==> config.mk <==
export PLATFORM = sky130hd
export DESIGN_NAME = multicycle_ctrl
export DESIGN_NICKNAME = d
export VERILOG_FILES = /design/src/rtl/multicycle_ctrl_pkg.sv /design/src/rtl/multicycle_ctrl_decode.sv /design/src/rtl/multicycle_ctrl.sv
export SDC_FILE = /design/constraint.sdc
export NUM_CORES = 1
export LEC_CHECK = 0
export ABC_AREA = 1
export CAP_MARGIN = 20
export CELL_PAD_IN_SITES_DETAIL_PLACEMENT = 0
export CELL_PAD_IN_SITES_GLOBAL_PLACEMENT = 2
export CORE_ASPECT_RATIO = 1.2
export CORE_MARGIN = 2
export CORE_UTILIZATION = 27
export DETAILED_ROUTE_END_ITERATION = 6
export GPL_TIMING_DRIVEN = 0
export HOLD_SLACK_MARGIN = 0.15
export PLACE_DENSITY = 0.76
export SYNTH_ARGS = -nofsm -noshare
export SYNTH_HDL_FRONTEND = slang
export SYNTH_SLANG_ARGS = --single-unit
==> constraint.sdc <==
create_clock -name clk -period 1.9 [get_ports clk]
set_input_delay 0.285 -clock clk [delete_from_list [all_inputs] [get_ports clk]]
set_output_delay 0.285 -clock clk [all_outputs]
set_load 0.01 [all_outputs]
==> src/rtl/multicycle_ctrl_pkg.sv <==
// Shared encodings for the multi-cycle MIPS controller: opcodes, funcs, states,
// instruction classes, datapath select codes and the ALU/EXT control helper.
package mips_ctrl_pkg;

  localparam logic [5:0] OP_SPECIAL = 6'b000000;
  localparam logic [5:0] OP_ORI     = 6'b001101;
  localparam logic [5:0] OP_LUI     = 6'b001111;
  localparam logic [5:0] OP_LW      = 6'b100011;
  localparam logic [5:0] OP_SW      = 6'b101011;
  localparam logic [5:0] OP_BEQ     = 6'b000100;
  localparam logic [5:0] OP_JAL     = 6'b000011;

  localparam logic [5:0] FN_ADDU = 6'b100001;
  localparam logic [5:0] FN_SUBU = 6'b100011;
  localparam logic [5:0] FN_JR   = 6'b001000;
  localparam logic [5:0] FN_SLL  = 6'b000000;

  typedef enum logic [2:0] {
    ST_FETCH  = 3'd0,
    ST_DECODE = 3'd1,
    ST_EXEC   = 3'd2,
    ST_MEM    = 3'd3,
    ST_WB     = 3'd4
  } state_e;

  typedef enum logic [3:0] {
    CLS_NOP  = 4'd0,
    CLS_ADDU = 4'd1,
    CLS_SUBU = 4'd2,
    CLS_ORI  = 4'd3,
    CLS_LUI  = 4'd4,
    CLS_LW   = 4'd5,
    CLS_SW   = 4'd6,
    CLS_BEQ  = 4'd7,
    CLS_JAL  = 4'd8,
    CLS_JR   = 4'd9,
    CLS_ILL  = 4'd10
  } instr_class_e;

  localparam logic [1:0] PC_SEL_PC4 = 2'd0;
  localparam logic [1:0] PC_SEL_BR  = 2'd1;
  localparam logic [1:0] PC_SEL_JAL = 2'd2;
  localparam logic [1:0] PC_SEL_REG = 2'd3;

  localparam logic [1:0] REG_DST_RT = 2'd0;
  localparam logic [1:0] REG_DST_RD = 2'd1;
  localparam logic [1:0] REG_DST_RA = 2'd2;

  localparam logic [1:0] WD_ALU = 2'd0;
  localparam logic [1:0] WD_DM  = 2'd1;
  localparam logic [1:0] WD_PC  = 2'd2;

  localparam logic [1:0] EXT_ZERO = 2'd0;
  localparam logic [1:0] EXT_SIGN = 2'd1;
  localparam logic [1:0] EXT_LUI  = 2'd2;

  localparam logic [2:0] ALU_ADD = 3'd0;
  localparam logic [2:0] ALU_SUB = 3'd1;
  localparam logic [2:0] ALU_OR  = 3'd2;

  typedef struct packed {
    logic       alu_src;
    logic [1:0] ext_op;
    logic [2:0] alu_op;
  } alu_ctrl_t;

  // ALU/EXT setup per class; MEM reuses it so the address stays stable.
  function automatic alu_ctrl_t alu_ctrl(input instr_class_e cls);
    alu_ctrl_t c;
    c = '{alu_src: 1'b0, ext_op: EXT_ZERO, alu_op: ALU_ADD};
    case (cls)
      CLS_ADDU:       c = '{alu_src: 1'b0, ext_op: EXT_ZERO, alu_op: ALU_ADD};
      CLS_SUBU:       c = '{alu_src: 1'b0, ext_op: EXT_ZERO, alu_op: ALU_SUB};
      CLS_ORI:        c = '{alu_src: 1'b1, ext_op: EXT_ZERO, alu_op: ALU_OR};
      CLS_LUI:        c = '{alu_src: 1'b1, ext_op: EXT_LUI,  alu_op: ALU_ADD};
      CLS_LW, CLS_SW: c = '{alu_src: 1'b1, ext_op: EXT_SIGN, alu_op: ALU_ADD};
      CLS_BEQ:        c = '{alu_src: 1'b0, ext_op: EXT_ZERO, alu_op: ALU_SUB};
      default:        c = '{alu_src: 1'b0, ext_op: EXT_ZERO, alu_op: ALU_ADD};
    endcase
    return c;
  endfunction

endpackage

==> src/rtl/multicycle_ctrl_decode.sv <==
// Combinational instruction classifier: op/func to instruction class and an
// illegal flag for anything outside the supported set.
module mc_decode
  import mips_ctrl_pkg::*;
(
  input  logic [5:0]   op,
  input  logic [5:0]   func,
  output instr_class_e cls,
  output logic         illegal
);

  // Opcode first, then func for SPECIAL; unknown encodings fall to CLS_ILL.
  always_comb begin
    cls = CLS_ILL;
    case (op)
      OP_SPECIAL: begin
        case (func)
          FN_SLL:  cls = CLS_NOP;
          FN_ADDU: cls = CLS_ADDU;
          FN_SUBU: cls = CLS_SUBU;
          FN_JR:   cls = CLS_JR;
          default: cls = CLS_ILL;
        endcase
      end
      OP_ORI:  cls = CLS_ORI;
      OP_LUI:  cls = CLS_LUI;
      OP_LW:   cls = CLS_LW;
      OP_SW:   cls = CLS_SW;
      OP_BEQ:  cls = CLS_BEQ;
      OP_JAL:  cls = CLS_JAL;
      default: cls = CLS_ILL;
    endcase
  end

  assign illegal = (cls == CLS_ILL);

endmodule

==> src/rtl/multicycle_ctrl.sv <==
// Multi-cycle MIPS main controller: sequences FETCH/DECODE/EXEC/MEM/WB, drives
// datapath enables and selects, and counts retired instructions.
module multicycle_ctrl
  import mips_ctrl_pkg::*;
#(
  parameter int CNT_W       = 32,
  parameter int MEM_TIMEOUT = 0
) (
  input  logic             clk,
  input  logic             reset_n,
  input  logic [5:0]       op,
  input  logic [5:0]       func,
  input  logic             zero,
  input  logic             mem_ready,
  output logic             pc_we,
  output logic             ir_we,
  output logic [1:0]       pc_sel,
  output logic             reg_we,
  output logic [1:0]       reg_dst,
  output logic [1:0]       wd_sel,
  output logic             alu_src,
  output logic [1:0]       ext_op,
  output logic [2:0]       alu_op,
  output logic             mem_req,
  output logic             mem_we,
  output logic             illegal,
  output logic [2:0]       state,
  output logic [CNT_W-1:0] instr_cnt
);

  localparam int WAIT_W = (MEM_TIMEOUT > 1) ? $clog2(MEM_TIMEOUT + 1) : 1;

  logic [2:0]        state_r;
  logic [2:0]        state_nxt_s;
  instr_class_e      class_r;
  instr_class_e      dec_class_s;
  logic              dec_illegal_s;
  logic [WAIT_W-1:0] wait_cnt_r;
  logic [CNT_W-1:0]  instr_cnt_r;
  logic              timeout_s;
  logic              retire_s;
  logic              pc_we_s, ir_we_s, reg_we_s, mem_req_s, mem_we_s, illegal_s;
  alu_ctrl_t         alu_s;

  mc_decode u_decode (
    .op      (op),
    .func    (func),
    .cls     (dec_class_s),
    .illegal (dec_illegal_s)
  );

  assign alu_s     = alu_ctrl(class_r);
  assign timeout_s = (MEM_TIMEOUT > 0) && (wait_cnt_r == WAIT_W'(MEM_TIMEOUT));

  // Next-state and datapath controls; beq's pc_we follows zero within EXEC.
  always_comb begin
    state_nxt_s = ST_FETCH;
    retire_s    = 1'b0;
    pc_we_s     = 1'b0;
    ir_we_s     = 1'b0;
    reg_we_s    = 1'b0;
    mem_req_s   = 1'b0;
    mem_we_s    = 1'b0;
    illegal_s   = 1'b0;
    pc_sel      = PC_SEL_PC4;
    reg_dst     = REG_DST_RT;
    wd_sel      = WD_ALU;
    alu_src     = 1'b0;
    ext_op      = EXT_ZERO;
    alu_op      = ALU_ADD;
    case (state_r)
      ST_FETCH: begin
        ir_we_s     = 1'b1;
        pc_we_s     = 1'b1;
        state_nxt_s = ST_DECODE;
      end
      ST_DECODE: begin
        if (dec_illegal_s) begin
          illegal_s = 1'b1;
        end else begin
          case (dec_class_s)
            CLS_NOP: retire_s = 1'b1;
            CLS_JAL: begin
              // PC already holds PC+4, which is the link value.
              pc_we_s  = 1'b1;
              pc_sel   = PC_SEL_JAL;
              reg_we_s = 1'b1;
              reg_dst  = REG_DST_RA;
              wd_sel   = WD_PC;
              retire_s = 1'b1;
            end
            CLS_JR: begin
              pc_we_s  = 1'b1;
              pc_sel   = PC_SEL_REG;
              retire_s = 1'b1;
            end
            default: state_nxt_s = ST_EXEC;
          endcase
        end
      end
      ST_EXEC: begin
        alu_src = alu_s.alu_src;
        ext_op  = alu_s.ext_op;
        alu_op  = alu_s.alu_op;
        case (class_r)
          CLS_BEQ: begin
            pc_sel   = PC_SEL_BR;
            pc_we_s  = zero;
            retire_s = 1'b1;
          end
          CLS_LW, CLS_SW: state_nxt_s = ST_MEM;
          default:        state_nxt_s = ST_WB;
        endcase
      end
      ST_MEM: begin
        alu_src   = alu_s.alu_src;
        ext_op    = alu_s.ext_op;
        alu_op    = alu_s.alu_op;
        mem_req_s = 1'b1;
        mem_we_s  = (class_r == CLS_SW);
        if (mem_ready) begin
          if (class_r == CLS_LW) begin
            state_nxt_s = ST_WB;
          end else begin
            retire_s = 1'b1;
          end
        end else if (timeout_s) begin
          illegal_s = 1'b1;
        end else begin
          state_nxt_s = ST_MEM;
        end
      end
      ST_WB: begin
        reg_we_s = 1'b1;
        retire_s = 1'b1;
        case (class_r)
          CLS_ADDU, CLS_SUBU: reg_dst = REG_DST_RD;
          CLS_LW:             wd_sel  = WD_DM;
          default:            reg_dst = REG_DST_RT;
        endcase
      end
      default: state_nxt_s = ST_FETCH;
    endcase
  end

  // State, latched class and retired-instruction counter.
  always_ff @(posedge clk) begin
    if (!reset_n) begin
      state_r     <= ST_FETCH;
      class_r     <= CLS_NOP;
      instr_cnt_r <= '0;
    end else begin
      state_r <= state_nxt_s;
      if (state_r == ST_DECODE) begin
        class_r <= dec_class_s;
      end else begin
        class_r <= class_r;
      end
      if (retire_s) begin
        instr_cnt_r <= instr_cnt_r + CNT_W'(1);
      end else begin
        instr_cnt_r <= instr_cnt_r;
      end
    end
  end

  // Counts MEM cycles spent waiting; saturates so unlimited mode never wraps.
  always_ff @(posedge clk) begin
    if (!reset_n) begin
      wait_cnt_r <= '0;
    end else if ((state_r == ST_MEM) && (state_nxt_s == ST_MEM)) begin
      if (&wait_cnt_r) begin
        wait_cnt_r <= wait_cnt_r;
      end else begin
        wait_cnt_r <= wait_cnt_r + WAIT_W'(1);
      end
    end else begin
      wait_cnt_r <= '0;
    end
  end

  assign pc_we     = reset_n & pc_we_s;
  assign ir_we     = reset_n & ir_we_s;
  assign reg_we    = reset_n & reg_we_s;
  assign mem_req   = reset_n & mem_req_s;
  assign mem_we    = reset_n & mem_we_s;
  assign illegal   = reset_n & illegal_s;
  assign state     = state_r;
  assign instr_cnt = instr_cnt_r;

endmodule

==> results of run 1 <==
[sequential cells by signal, indices dropped and copies added, names as in the netlist]
signal     count
state          3
instr_cnt     32
class_r        4
[final cells by class]
cell class	count	area, µm²	share of cell area [%]
clock buffer	5	125	2.73
multi-input combinational	342	2260	49.3
inverter	46	174	3.80
tap	132	165	3.61
sequential	39	790	17.3
clock inverter	3	15.0	0.328
buffer	16	159	3.47
timing repair buffer	97	892	19.5
[final timing paths]
kind | from | slack, ns | to | depth (start not counted)
worst min register to register | instr_cnt[30] | 0.51 | instr_cnt[30] | 2
worst max-delay path | op[5] | -0.12 | reg_we | 14
worst min-delay path | reset_n | 0.44 | class_r[2] | 3
worst max register to register | state[2] | 0.04 | instr_cnt[10] | 12
[through the flow]
| step | power, mW | std cells |
|---|---|---|
| 6_report | 1.98 | 680 |
| 2_1_floorplan | 0.995 | 443 |
| 4_1_cts | 1.98 | 672 |
| 5_1_grt | 2.06 | 680 |
| 3_5_place_dp | 1.09 | 642 |
| 3_3_place_gp | 1.09 | 642 |
[cell families after synthesis]
kind of cell / synth area share (%)
compound gates: 13.5
xor+xnor: 8.70
fa+ha+maj: 0.414
buf+inv: 10.1
flops: 25.8
other cells: 0.124
simple gates: 41.3
[Yosys cell counts, types with 2 or more instances]
cell	number
nand2_1	69
nor2_1	56
nand3_1	49
inv_1	43
dfxtp_1	39
nand2_2	32
a21oi_2	31
xor2_1	23
nor3_1	20
o21ai_0	10
a21oi_1	9
nand4_1	7
xnor2_1	7
buf_4	5
nor2_2	5
nor4_1	5
buf_2	4
clkbuf_1	4
buf_12	3
a31oi_1	2
inv_2	2
nand3_2	2
nor2_4	2
nor3_4	2
o21bai_1	2
[critical path, stage by stage]
cell and delay [ns]:
buf_8 0.10, nor2_4 0.21, nand3_2 0.14, nand3_2 0.12, nor2_4 0.05, nor2_4 0.08
nand3_2 0.09, inv_2 0.07, nand3_4 0.08, nor2_4 0.11, buf_6 0.10, nor2_2 0.03
nor2_2 0.11, buf_2 0.15
[power groups by stage]
stage | registers [mW] | clock network, mW | logic [mW]
after global placement | 0.861 | 0 | 0.234
final | 0.847 | 0.828 | 0.304
after detailed placement | 0.861 | 0 | 0.233
after global routing | 0.848 | 0.877 | 0.334
after floorplan | 0.860 | 0 | 0.135
after CTS | 0.846 | 0.848 | 0.286
[routing by layer]
layer	global-route usage (%)	part of all wire [%]	up-vias
met5	0	0	-
met4	4.62	1.4	0
met3	2.74	3.5	10
met2	31.8	54	64
met1	19.9	41	1517
li1	-	-	1647
[repair_timing]
item | in CTS | in global routing
buffers inserted | 22 | 6
gates resized for setup | 155 | 41
pin swaps | 26 | 30
cloned | 0 | 2
endpoints found under the setup margin | 49 | 41
==> out/qor.csv, run 1 <==
metric;value;unit
sw power;0.543;mW
DP Worst Slack;-1.26;ns
Post-synth EDFFs;0;
Initial Util;27.5;%
power per cell area;433;nW/µm²
sequential share of the synthesized area;25.8;%
Max FO, Critical Path;6;
Critical Path Source Type;input port;
final setup vio count;4;
leading area contributor after synthesis;dfxtp_1;
Worst Skew;0.00711;ns
ys flop type;dfxtp_1;
Final TNS setup;-0.266;ns
First-pass DRT Iterations;4;
Die Y;120;µm
Row Count;42;
RSZ-0062 raised after global routing;yes;
WL final;9920;µm
Synth area leaders;dfxtp_1, a21oi_2, nand2_1;
Worst Hold Class;input port to flip-flop;
final instance area;4580;µm²
Max Freq;0.495;GHz
Root Buffer;clkbuf_16;
Placed Area;3860;µm²
Placer Congestion;0.795;
Critical Setup Path Class;input port to output pin;
leakage;1.75;nW
Fill cells;1178;
Int Pwr;1.44;mW
final routed DRC violation total;0;
Clock Tree Buf Depth;2;
die width;101;µm
Layout area overhead;51.4;%
Port Buffers;67;
Yosys warnings;0;
status;complete, but fails checks;
Comb pwr share;15.4;%
Clk Latency, worst-skew pair;0.29;ns
Synth top area share;25.8;%
first-pass GRT wire length;16200;µm
initial antenna violation count;0;
Mapped Area;3020;µm²
ys async rst share;0;%
Crit. End Element;output pin;
core area;11000;µm²
Clk pwr share;41.8;%
failing checks;setup timing;
Max-cap violations;0;
Slew headroom;49.8;%
Final Max Tran Viols;0;
TritonCTS Buffers;5;
Tightest Pin Transition;0.753;ns
Die ar.;12100;µm²
Iter 0 DRT Violations;89;
DP Wirelength;7530;µm
share of layout cells above drive strength 1;38.7;%
gr ovfl total;0;
largest net degree at the start of global routing;13;
most frequent cells in the layout;nand2_1, nand3_1, clkdlybuf4s50_1;
diode count;0;
Final Hold Viols;0;
CTS tree;yes;
fin nets;564;
Clock Pin Slew Worst Setup and Hold Paths;0.06;ns
Yosys reg bits;39;
# hold bufs at CTS;0;
IO Pins;69;
GRT Resource Usage Total;17.1;%
Avg Cell Area, Syn;6.82;µm²
worst hold margin;0.441;ns
required time worst endpoint;1.62;ns
syn nets;460;
Routed Antenna Nets;0;
sinks on the clock net;39;
vias in the first global route;3390;
Util after Layout;41.7;%
wire length per cell;14.6;µm
Distinct cells, synth;35;
htree depth;2;
Tcrit/Tclk final;106;%
PnR worst setup slack;-0.119;ns
maximum vdd drop;0.000331;V
Sw Share;27.5;%
Final min period;2.02;ns
Worst EP arrival;1.73;ns
vias;3238;
Mapped Cells;443;
sequential share of power;42.8;%
post-DR vias/cell;4.76;
commonest non-fill, non-tap cell in the layout;nand2_1;
(Power assumes the default switching activity.)
==> run 2, diff against run 1 <==
--- a/config.mk
+++ b/config.mk
@@ -10,7 +10,6 @@
 export CELL_PAD_IN_SITES_DETAIL_PLACEMENT = 0
 export CELL_PAD_IN_SITES_GLOBAL_PLACEMENT = 2
 export CORE_ASPECT_RATIO = 1.2
-export CORE_MARGIN = 2
 export CORE_UTILIZATION = 27
 export DETAILED_ROUTE_END_ITERATION = 6
 export GPL_TIMING_DRIVEN = 0
==> out/qor.csv, run 2 (synthesized netlist as in run 1, its figures left out) <==
metric;value;unit
commonest non-fill, non-tap cell in the layout;nand2_1;
most frequent cells in the layout;nand2_1, inv_1, nor2_1, nand3_1, clkdlybuf4s50_1;
Fill cells;1137;
Sw Share;28.2;%
Routed Antenna Nets;0;
Root Buffer;clkbuf_16;
DP Worst Slack;-1.22;ns
Final min period;2.03;ns
Max-cap violations;0;
Die Y;118;µm
share of layout cells above drive strength 1;36.5;%
wire length per cell;14.4;µm
Critical Setup Path Class;input port to output pin;
RSZ-0062 raised after global routing;yes;
Post-Place Cells;639;
htree depth;2;
R2R Setup Slk;0.10;ns
vias in the first global route;3201;
TritonCTS Buffers;5;
Max FO, Critical Path;6;
first-pass GRT wire length;15500;µm
post-DR vias/cell;4.73;
Final Hold Viols;0;
Max Freq;0.493;GHz
HP Start;reset_n;
Clk Latency, worst-skew pair;0.29;ns
reg-to-reg endpoint;instr_cnt[17];
Slew headroom;48.4;%
CTS tree;yes;
Die ar.;11600;µm²
Non-Filler Instances;671;
Initial Util;28.2;%
FF-to-FF path depth;9;
final setup vio count;4;
Worst Skew;0.00784;ns
status;complete, but fails checks;
maximum vdd drop;0.000343;V
required time worst endpoint;1.62;ns
leakage;1.73;nW
# hold bufs at CTS;0;
Reg2Reg Launch Point;state[1];
Worst Hold Class;input port to flip-flop;
PnR worst setup slack;-0.128;ns
largest net degree at the start of global routing;14;
IO Pins;69;
power per cell area;444;nW/µm²
diode count;0;
Final Max Tran Viols;0;
Tcrit/Tclk final;107;%
Clock Tree Buf Depth;2;
Port Buffers;67;
die width;98.6;µm
First-pass DRT Iterations;4;
gr ovfl total;0;
sw power;0.565;mW
Int Pwr;1.44;mW
WHS Path Cells;3;
WL final;9660;µm
FF/Latch Area;793;µm²
Row Count;41;
Placer Congestion;0.811;
Critical Path Source Type;input port;
max FFs per register;32;
Clock Pin Slew Worst Setup and Hold Paths;0.06;ns
Multi-input gate area;2280;µm²
Tightest Pin Transition;0.775;ns
Worst EP arrival;1.74;ns
initial antenna violation count;0;
DP Wirelength;7470;µm
Crit. End Element;output pin;
failing checks;setup timing;
GRT Resource Usage Total;16.9;%
Comb pwr share;15.1;%
sinks on the clock net;39;
sequential share of power;42.4;%
Clk pwr share;42.6;%
fin nets;558;
final routed DRC violation total;0;
Worst Hold End;class_r[2];
core area;10700;µm²
worst hold margin;0.449;ns
Iter 0 DRT Violations;63;
Layout area overhead;49.3;%
vias;3172;
-- run 2: changes by cell type in the layout (fill, tap and decap cells not counted), moves of 3 or more --
cell | before | now
nor2_2 | 15 | 6
nor2_4 | 13 | 19
inv_2 | 9 | 5
buf_4 | 25 | 22
inv_1 | 36 | 39
nand2_1 | 62 | 65
nor2_1 | 35 | 38
-- run 2: per-stage QoR --
step | power, mW | cell area [µm²] | setup TNS, ns | utilization (%)
2_1_floorplan | 0.995 | 3020 | 0 | -
3_3_place_gp | 1.10 | 3850 | -24.05 | 35.9
3_5_place_dp | 1.10 | 3850 | -24.13 | 35.9
4_1_cts | 2.02 | 4340 | -0.385 | 40.5
5_1_grt | 2.10 | 4510 | -1.15 | 42.1
6_report | 2.00 | 4510 | -0.486 | 42.1
-- run 2: cell type report --
type	instances	area share [%]
Multi-Input combinational cell	342	50.5
Timing Repair Buffer	91	17.8
Sequential cell	39	17.6
Inverter	46	3.91
Tap cell	129	3.58
Buffer	16	3.50
Clock buffer	5	2.77
Clock inverter	3	0.444
-- run 2: worst max-delay path, stage by stage --
cell     delay, ns
buf_8         0.10
nor2_4        0.22
nand3_4       0.14
nand2_4       0.13
nor2_4        0.04
nor2_4        0.09
nand3_2       0.09
inv_2         0.07
nand3_4       0.09
nor2_4        0.11
buf_4         0.11
buf_6         0.09
buf_6         0.08
buf_6         0.08
-- run 2: power by group through the flow --
| stage | sequential, mW | clock, mW | combinational, mW |
|---|---|---|---|
| after detailed placement | 0.862 | 0 | 0.234 |
| after CTS | 0.847 | 0.892 | 0.284 |
| after floorplan | 0.860 | 0 | 0.135 |
| after global routing | 0.849 | 0.919 | 0.329 |
| after global placement | 0.862 | 0 | 0.234 |
| final | 0.848 | 0.852 | 0.301 |
-- run 2: repair_timing --
item / in CTS / in global routing
hold endpoints to repair: 0 / 0
endpoints found under the setup margin: 49 / 44
gates resized for setup: 151 / 48
setup buffers: 17 / 7
pin swaps: 25 / 26
-- run 2: how the worst max path moves through the flow --
stage             from  slack (ns)          to  cells past startpoint
2_1_floorplan  func[2]        0.09      reg_we                     11
3_3_place_gp     op[0]       -1.24      reg_we                     13
3_5_place_dp     op[0]       -1.22      reg_we                     13
4_1_cts          op[4]       -0.17      reg_we                     14
5_1_grt          op[5]       -0.21      reg_we                     14
6_report         op[5]       -0.13  reg_dst[1]                     14
-- run 2: metal layers --
metal	global-route usage [%]	routed length, µm	part of all wire (%)	vias to the layer above
li1	-	-	-	1641
met1	19.1	4040	42	1455
met2	31.8	5100	53	58
met3	2.43	293	3.0	18
met4	5.88	221	2.3	0
met5	0	0	0	-
==> run 3, diff against run 2 <==
--- a/config.mk
+++ b/config.mk
@@ -10,11 +10,13 @@
 export CELL_PAD_IN_SITES_DETAIL_PLACEMENT = 0
 export CELL_PAD_IN_SITES_GLOBAL_PLACEMENT = 2
 export CORE_ASPECT_RATIO = 1.2
+export CORE_MARGIN = 2
 export CORE_UTILIZATION = 27
 export DETAILED_ROUTE_END_ITERATION = 6
 export GPL_TIMING_DRIVEN = 0
 export HOLD_SLACK_MARGIN = 0.15
 export PLACE_DENSITY = 0.76
+export SKIP_LAST_GASP = 1
 export SYNTH_ARGS = -nofsm -noshare
 export SYNTH_HDL_FRONTEND = slang
 export SYNTH_SLANG_ARGS = --single-unit
==> constraint.sdc (replaced) <==
create_clock -name clk -period 2.2 [get_ports clk]
set_input_delay 0.33 -clock clk [delete_from_list [all_inputs] [get_ports clk]]
set_output_delay 0.33 -clock clk [all_outputs]
set_load 0.01 [all_outputs]
==> out/qor.csv, run 3 (synthesized netlist as in run 1, its figures left out) <==
metric;value;unit
htree depth;2;
Fill cells;1180;
most frequent cells in the layout;nand2_1, nor2_1, clkdlybuf4s50_1;
Int Pwr;1.22;mW
FF/Latch Area;787;µm²
largest stage delay on the critical path;0.22;ns
Max Freq;0.456;GHz
GRT Resource Usage Total;16.9;%
Routed Antenna Nets;0;
Most Frequent Cell on Critical Path;nor2_4;
WHS Path Cells;3;
Sw Share;27.1;%
leakage;1.68;nW
Worst Hold End;class_r[2];
Tightest Pin Transition;0.745;ns
WL met1;4020;µm
Buf+Inv Stages, Crit Path;4;
maximum vdd drop;0.000281;V
WL met3;375;µm
Clk pwr share;42.3;%
Worst Hold Class;input port to flip-flop;
R2R Setup Slk;0.15;ns
largest net degree at the start of global routing;13;
Comb pwr share;14.2;%
initial antenna violation count;0;
wire length per cell;14.4;µm
DP Wirelength;7530;µm
RSZ-0062 raised after global routing;yes;
IO Pins;69;
Die ar.;12100;µm²
power per cell area;390;nW/µm²
commonest non-fill, non-tap cell in the layout;nand2_1;
Max-cap violations;0;
PnR worst setup slack;0.00588;ns
Root Buffer;clkbuf_16;
sinks on the clock net;39;
First-pass DRT Iterations;5;
DR top layer;met4;
Critical Path Source Type;input port;
required time worst endpoint;1.87;ns
sw power;0.454;mW
post-DR vias/cell;4.77;
Final min period;2.19;ns
FF-to-FF path depth;6;
Max FO, Critical Path;6;
Crit. End Element;output pin;
reg-to-reg endpoint;instr_cnt[28];
WL final;9670;µm
Final Hold Viols;0;
DP Worst Slack;-1.05;ns
Clock Pin Slew Worst Setup and Hold Paths;0.06;ns
Row Count;42;
Tcrit/Tclk final;99.7;%
max FFs per register;32;
cells along the critical path;buf_2, nor2_4, nand3_4, nand2_4, nor2_4, nor2_4, nand3_2, inv_2, nand3_4, nor2_4, buf_4, nor2_1, nor2_1, buf_2;
Reg2Reg Launch Point;instr_cnt[0];
Die Y;120;µm
Pwr Total;1.68;mW
diode count;0;
vias in the first global route;3326;
first-pass GRT wire length;16100;µm
CTS tree;yes;
die width;101;µm
Worst EP arrival;1.86;ns
Clock Tree Buf Depth;2;
Critical Path Stages;14;
Worst Skew;0.00585;ns
final setup vio count;0;
TritonCTS Buffers;5;
Clk Latency, worst-skew pair;0.29;ns
share of layout cells above drive strength 1;31.3;%
CP max-delay cell;nor2_4;
Critical Setup Path Class;input port to output pin;
# hold bufs at CTS;0;
Port Buffers;67;
fin nets;553;
final routed DRC violation total;0;
Slew headroom;50.3;%
vias;3191;
status;finished clean;
cell family with the largest share of critical-path delay;simple AND/OR/NAND/NOR gates;
sequential share of power;43.5;%
Iter 0 DRT Violations;93;
Final Max Tran Viols;0;
Initial Util;27.5;%
Placer Congestion;0.795;
HP Start;reset_n;
Multi-input gate area;2130;µm²
gr ovfl total;0;
met2 WL;5080;µm
core area;11000;µm²
Layout area overhead;42.5;%
==> run 3: changes by cell type in the layout (fill, tap and decap cells not counted), sizes merged <==
cell | before | now
buf | 50 | 38
dlygate4sd2 | 8 | 1
clkdlybuf4s15 | 0 | 5
clkdlybuf4s50 | 37 | 42
dlymetal6s2s | 2 | 5
clkinv | 2 | 4
clkinvlp | 2 | 0
clkbuf | 15 | 16
==> run 3: timing repair <==
| item | in CTS | in global routing |
|---|---|---|
| resized for setup | 95 | 33 |
| setup endpoints to repair | 11 | 12 |
| setup buffers | 14 | 5 |
| pin swaps | 22 | 16 |
==> run 3: tightest hold or removal path, delay by kind of cell <==
family          cells  cell delay, ns
compound gates      2            0.13
buf+inv             1            0.28
==> run 3: power groups by stage <==
| stage | clock (mW) | combinational [mW] | sequential [mW] |
|---|---|---|---|
| finish | 0.710 | 0.238 | 0.731 |
| global placement | 0 | 0.202 | 0.744 |
| detailed placement | 0 | 0.202 | 0.744 |
| floorplan | 0 | 0.116 | 0.743 |
| global route | 0.757 | 0.263 | 0.732 |
| CTS | 0.732 | 0.230 | 0.729 |
==> run 3: through the flow <==
| step | setup TNS, ns | hold slack [ns] | area [µm²] | std cells | utilization (%) |
|---|---|---|---|---|---|
| 2_1_floorplan | 0 | 0.468 | 3020 | 443 | - |
| 3_3_place_gp | -14.47 | 0.510 | 3860 | 642 | 35.1 |
| 3_5_place_dp | -14.82 | 0.517 | 3860 | 642 | 35.1 |
| 4_1_cts | -0.0465 | 0.499 | 4240 | 664 | 38.6 |
| 5_1_grt | -0.108 | 0.538 | 4310 | 669 | 39.2 |
| 6_report | 0 | 0.495 | 4310 | 669 | 39.2 |
==> run 3: how the worst max path moves through the flow <==
stage / startpoint / to / slack, ns
finish: op[5] / reg_we / 0.006
global route: op[5] / reg_we / -0.09
CTS: state[0] / reg_dst[0] / -0.03
detailed placement: op[3] / reg_we / -1.05
global placement: op[2] / reg_we / -1.05
floorplan: func[2] / reg_we / 0.30
==> run 3: final cells by class <==
class                      instances  area share, %
clock inverter                     3          0.349
timing repair buffer              86           17.7
sequential                        39           18.3
multi-input combinational        342           49.5
tap                              132           3.84
inverter                          46           4.10
buffer                            16           3.34
clock buffer                       5           2.91
==> run 3: per-layer routing <==
layer / GRT usage, % / vias to the layer above
met1: 20.0 / 1488
met4: 4.97 / 0
met3: 2.91 / 12
met2: 30.8 / 62
li1: - / 1629
met5: 0 / -
